**config.mk**
```make
export PLATFORM = sky130hd
export DESIGN_NAME = gearbox_downsizing_nx_flat
export DESIGN_NICKNAME = d
export VERILOG_FILES = /design/src/rtl/gearbox_downsizing_nx_if.sv /design/src/rtl/gearbox_downsizing_nx.sv /design/src/flat_wrapper.sv
export SDC_FILE = /design/constraint.sdc
export NUM_CORES = 1
export LEC_CHECK = 0
export ABC_AREA = 1
export CAP_MARGIN = 0
export CELL_PAD_IN_SITES_DETAIL_PLACEMENT = 1
export CELL_PAD_IN_SITES_GLOBAL_PLACEMENT = 2
export CORE_ASPECT_RATIO = 0.7
export CORE_MARGIN = 3
export CORE_UTILIZATION = 23
export DETAILED_ROUTE_END_ITERATION = 6
export PLACE_DENSITY = 0.76
export SLEW_MARGIN = 20
export SYNTH_ARGS = -nofsm -noshare
export SYNTH_HDL_FRONTEND = slang
export SYNTH_SLANG_ARGS = --single-unit
export TNS_END_PERCENT = 30
```
**constraint.sdc**
```tcl
create_clock -name aclk -period 1.3 [get_ports aclk]
set_clock_uncertainty 0.05 [all_clocks]
set_input_delay 0.13 -clock aclk [delete_from_list [all_inputs] [get_ports aclk]]
set_output_delay 0.13 -clock aclk [all_outputs]
set_load 0.005 [all_outputs]
```
**src/rtl/gearbox_downsizing_nx_if.sv**
```systemverilog
// Stream bundle for the width down-converter: wide input side, narrow output side
// and the occupancy flag. The DUT takes the slave view, the upstream/downstream the master view.
interface gearbox_downsizing_nx_if #(
    parameter int BYTES_OUT = 5,
    parameter int RATIO     = 2
);
    localparam int NB = BYTES_OUT * 8;
    localparam int PW = $clog2(RATIO) + 1;

    logic [RATIO*NB-1:0] in_tdata;
    logic                in_tvalid;
    logic                in_tready;
    logic [PW-1:0]       in_tparts;
    logic                in_tlast;
    logic [NB-1:0]       out_tdata;
    logic                out_tvalid;
    logic                out_tready;
    logic                out_tlast;
    logic                busy;

    modport master (
        output in_tdata, in_tvalid, in_tparts, in_tlast, out_tready,
        input  in_tready, out_tdata, out_tvalid, out_tlast, busy
    );

    modport slave (
        input  in_tdata, in_tvalid, in_tparts, in_tlast, out_tready,
        output in_tready, out_tdata, out_tvalid, out_tlast, busy
    );
endinterface

```
**src/rtl/gearbox_downsizing_nx.sv**
```systemverilog
// AXI-Stream width down-converter: one wide beat of up to RATIO parts leaves as that many
// narrow beats, part 0 first; back-to-back reload on the last part keeps throughput at one beat per cycle.
module gearbox_downsizing_nx #(
    parameter int BYTES_OUT = 5,
    parameter int RATIO     = 2
) (
    input  logic                    aclk,
    input  logic                    aresetn,
    gearbox_downsizing_nx_if.slave  bus
);
    localparam int NB = BYTES_OUT * 8;
    localparam int IW = $clog2(RATIO);
    localparam int PW = IW + 1;

    logic [RATIO*NB-1:0] hold_data_reg;
    logic [PW-1:0]       hold_parts_reg;
    logic [IW-1:0]       idx_reg;
    logic                hold_last_reg;
    logic                busy_reg;

    logic                is_last;
    logic                ready_int;
    logic                in_fire;
    logic                out_fire;
    logic [PW-1:0]       parts_norm;
    logic [NB-1:0]       part_w [RATIO];

    // A part count of zero or above RATIO means a full beat.
    always_comb begin
        parts_norm = bus.in_tparts;
        if (bus.in_tparts == '0 || bus.in_tparts > PW'(RATIO)) begin
            parts_norm = PW'(RATIO);
        end
    end

    assign is_last   = ({1'b0, idx_reg} == hold_parts_reg - PW'(1));
    // Ready only looks at state and out_tready, so no path from in_tvalid to in_tready.
    assign ready_int = !busy_reg || (bus.out_tready && is_last);
    assign in_fire   = bus.in_tvalid && ready_int;
    assign out_fire  = busy_reg && bus.out_tready;

    for (genvar gi = 0; gi < RATIO; gi++) begin : g_part
        assign part_w[gi] = hold_data_reg[gi*NB +: NB];
    end

    always_ff @(posedge aclk or negedge aresetn) begin
        if (!aresetn) begin
            hold_data_reg  <= '0;
            hold_parts_reg <= PW'(1);
            idx_reg        <= '0;
            hold_last_reg  <= 1'b0;
            busy_reg       <= 1'b0;
        end else if (in_fire) begin
            // Covers both the empty case and the zero-bubble reload on the last part.
            hold_data_reg  <= bus.in_tdata;
            hold_parts_reg <= parts_norm;
            idx_reg        <= '0;
            hold_last_reg  <= bus.in_tlast;
            busy_reg       <= 1'b1;
        end else if (out_fire) begin
            if (is_last) begin
                busy_reg <= 1'b0;
            end else begin
                idx_reg  <= idx_reg + IW'(1);
            end
        end
    end

    assign bus.in_tready  = ready_int;
    assign bus.out_tvalid = busy_reg;
    assign bus.busy       = busy_reg;
    assign bus.out_tdata  = part_w[idx_reg];
    assign bus.out_tlast  = hold_last_reg && is_last;

endmodule

```
**src/flat_wrapper.sv**
```systemverilog
// flat-port wrapper written by rule: the top's interface ports become plain ports
module gearbox_downsizing_nx_flat 
#(
    parameter int BYTES_OUT = 5,
    parameter int RATIO     = 2
)
  (aclk, aresetn, bus_in_tdata, bus_in_tvalid, bus_in_tparts, bus_in_tlast, bus_out_tready, bus_in_tready, bus_out_tdata, bus_out_tvalid, bus_out_tlast, bus_busy);
  gearbox_downsizing_nx_if #(.BYTES_OUT(BYTES_OUT), .RATIO(RATIO)) bus_i ();
  input  logic aclk;
  input  logic aresetn;
  input wire logic [$bits(bus_i.in_tdata)-1:0] bus_in_tdata;
  input wire logic [$bits(bus_i.in_tvalid)-1:0] bus_in_tvalid;
  input wire logic [$bits(bus_i.in_tparts)-1:0] bus_in_tparts;
  input wire logic [$bits(bus_i.in_tlast)-1:0] bus_in_tlast;
  input wire logic [$bits(bus_i.out_tready)-1:0] bus_out_tready;
  output wire logic [$bits(bus_i.in_tready)-1:0] bus_in_tready;
  output wire logic [$bits(bus_i.out_tdata)-1:0] bus_out_tdata;
  output wire logic [$bits(bus_i.out_tvalid)-1:0] bus_out_tvalid;
  output wire logic [$bits(bus_i.out_tlast)-1:0] bus_out_tlast;
  output wire logic [$bits(bus_i.busy)-1:0] bus_busy;
  assign bus_i.in_tdata = bus_in_tdata;
  assign bus_i.in_tvalid = bus_in_tvalid;
  assign bus_i.in_tparts = bus_in_tparts;
  assign bus_i.in_tlast = bus_in_tlast;
  assign bus_i.out_tready = bus_out_tready;
  assign bus_in_tready = bus_i.in_tready;
  assign bus_out_tdata = bus_i.out_tdata;
  assign bus_out_tvalid = bus_i.out_tvalid;
  assign bus_out_tlast = bus_i.out_tlast;
  assign bus_busy = bus_i.busy;
  gearbox_downsizing_nx #(.BYTES_OUT(BYTES_OUT), .RATIO(RATIO)) u_core (.aclk(aclk), .aresetn(aresetn), .bus(bus_i));
endmodule
```
==> flow_metrics.py <==
metrics = {
    "status": {
        "status": "complete, but fails checks",
        "violations": "setup timing",
    },
    "clock_network": {
        "numCtsBuffers": 9,
        "htreeDepth": 3,
        "cts.clk_slew.worst_paths_ps": 60,
        "clock_sinks": 85,
        "cts_tree": "done",
        "worstSkewPairLatency_ps": 330,
        "clockRootBuffer": "clkbuf_16",
        "cts.path.max_buffers": 2,
    },
    "routing": {
        "drt_first_iter_violations": 219,
        "vias": 4297,
        "wl_um": 17500,
        "drc": 0,
        "via_per_inst": 4.65,
        "routedWlPerCell_um": 18.9,
        "postRouteAntennaNets": 0,
        "dr.pass1.iters": 5,
    },
    "global_routing": {
        "grt_max_degree": 45,
        "track_usage_pct": 16.6,
        "grt_pass1_wl_um": 25300,
        "antenna_found_initial": 0,
        "grt_pass1_vias": 4680,
        "overflow": 0,
    },
    "min_path": {
        "hp-class": "primary input to flop",
    },
    "placement": {
        "gp_congestion": 0.762,
        "place_hpwl_um": 9860,
        "placed_cell_area_um2": 5770,
        "portBuffers": 130,
        "dpl.cell_count": 866,
        "dp_worst_setup_slack_ps": -412,
    },
    "yosys": {
        "syn_area_per_cell_um2": 7.80,
        "ys_types": 16,
        "synth-seq-cells": 85,
        "synth_seq_area_share_pct": 52.0,
        "yosysTopAreaCell": "dfrtp_1",
        "synth_nets": 612,
        "synth_top_area_share_pct": 51.3,
        "syn_inst": 525,
        "yosys_warnings": 0,
        "netlist_area_um2": 4100,
        "netlist_top_cells_area": "dfrtp_1 51%, nand2_1 27%, nand4_1 13%, buf_4 2.0%, clkbuf_1 1.8%",
    },
    "critical_path": {
        "startpoint_type": "flop",
        "worstPathRequired_ps": 1470,
        "arrival_ps": 1940,
        "crit_chain": "inv_6 -> buf_6 -> buf_6 -> nand2_4 -> nand2_4 -> buf_6 -> nand2_8 -> nand3_4 -> clkbuf_16 -> clkbuf_16 -> nand2_1 -> nand2_1",
        "cp_common_cell": "buf_6",
        "worstSetupPathType": "flop to flop",
        "endpoint_kind": "flop",
        "critical-path-max-stage-delay_ps": 430,
        "cp_max_fo": 5,
        "slowest_stage": "dfrtp_2",
    },
    "pwr": {
        "comb_power_share_pct": 58.1,
        "p_switching_uw": 7450,
        "p_seq_share_pct": 26.9,
        "p_per_area_nw_per_um2": 2600,
        "switching_share_pct": 40.6,
        "power.leakage_uw": 0.00350,
        "p_int_uw": 10900,
        "peakVddDrop_mv": 1.08,
        "power.clock.fraction_pct": 14.9,
    },
    "sta": {
        "fmax_mhz": 563,
        "finalSetupViolations": 127,
        "period_needed_ps": 1780,
        "whs_ps": 105,
        "finalMaxSlewViolations": 0,
        "hold_viol": 0,
        "finalCritPeriodShare_pct": 137,
        "slew_headroom_pct": 73.1,
        "layout_setup_ws_ps": -475,
        "worst_pin_slew_ps": 404,
        "rsz0062_at_grt": "true",
    },
    "floorplan": {
        "io_pins": 131,
        "die_w_um": 165,
        "dieArea_um2": 19500,
        "start_util_pct": 23.6,
        "num_rows": 40,
        "coreArea_um2": 17300,
        "die_h_um": 118,
    },
    "finish": {
        "layout-drive-gt1-share_pct": 34.7,
        "layout.cells.non_filler": 925,
        "largest_reg_flops": 80,
        "fill_cells": 2006,
        "final_common_cell": "nand2_1",
        "layout_common_cells": "186 x nand2_1, 90 x nand2_2, 84 x clkdlybuf4s50_1",
        "syn2layout_area_growth_pct": 72.2,
        "nNetsFinal": 776,
        "diodes": 0,
        "finalInstanceArea_um2": 7050,
        "post-route-util_pct": 40.7,
    },
    "run": {
        "maxCapViolCount": 0,
    },
}
## layout make-up
| cell class | instances | area (µm²) | area share (%) |
|---|---|---|---|
| clock buffers | 12 | 236 | 3.35 |
| inverters | 8 | 35.0 | 0.497 |
| flip-flops and latches | 85 | 2130 | 30.2 |
| well taps | 231 | 289 | 4.10 |
| repair buffers | 199 | 2220 | 31.5 |
| clock inverters | 4 | 72.6 | 1.03 |
| multi-input cells | 386 | 2070 | 29.3 |
## worst paths after layout
check,from,endpoint,slack (ps),cells past startpoint
min in group asynchronous,aresetn,u_core.hold_data_reg[0]$_DFFE_PN0P_,220,2
min reg2reg,u_core.hold_data_reg[9]$_DFFE_PN0P_,u_core.hold_data_reg[9]$_DFFE_PN0P_,420,2
max reg2reg,u_core.idx_reg$_DFFE_PN0P_,u_core.hold_data_reg[28]$_DFFE_PN0P_,-480,12
max in group asynchronous,aresetn,u_core.hold_data_reg[71]$_DFFE_PN0P_,410,3
min,bus_in_tvalid,u_core.hold_parts_reg[0]$_DFFE_PN1P_,110,3
max,u_core.idx_reg$_DFFE_PN0P_,u_core.hold_data_reg[28]$_DFFE_PN0P_,-480,12
## power groups by stage
| stage | logic (µW) | registers, µW | clock network [µW] |
|---|---|---|---|
| 6_report | 10700 | 4940 | 2740 |
| 4_1_cts | 9260 | 4730 | 2810 |
| 3_3_place_gp | 7540 | 4590 | 0 |
| 3_5_place_dp | 7740 | 4670 | 0 |
| 5_1_grt | 11600 | 5080 | 2930 |
| 2_1_floorplan | 4000 | 4470 | 0 |
## cell usage after synthesis
library cell and number:
nand2_1 294, dfrtp_1 84, nand4_1 83, clkbuf_1 20, buf_4 11, inv_1 7
buf_6 6, buf_2 5, buf_1 4, nor2_1 4, nand2_2 2, a31oi_1 1
dfstp_2 1, inv_2 1, nand3_2 1, o21ai_0 1
## routing by layer
layer	GRT usage, %	up-vias	wire (µm)
li1	-	2040	-
met1	23.1	2148	8260
met2	27.0	99	8300
met3	3.55	10	776
met4	2.39	0	165
met5	0	-	0
## kinds of logic after synthesis
logic type | share of synthesized area [%]
AOI/OAI and AO/OA | 0.275
buffers and inverters | 7.21
DFF | 52.0
and+or+nand+nor | 40.5
## stage by stage
step	total power, µW	setup TNS (ps)
2_1_floorplan	8470	-5210
3_3_place_gp	12100	-32300
3_5_place_dp	12400	-39310
4_1_cts	16800	-53690
5_1_grt	19600	-57270
6_report	18300	-48490
## repair_timing
action | in CTS | in global routing
endpoints found under the hold margin | 24 | 0
setup buffers | 24 | 1
gates cloned | 7 | 11
gates resized for setup | 246 | 92
endpoints found under the setup margin | 129 | 127
pin swaps | 16 | 9
hold buffers | 1 | 0
## critical path: cells and delay by family, from the launching register on
family | cells | cell delay, ps
simple gates | 6 | 410
flops | 1 | 430
buf+inv | 6 | 760
No activity file was read; power rests on OpenSTA's default activity.
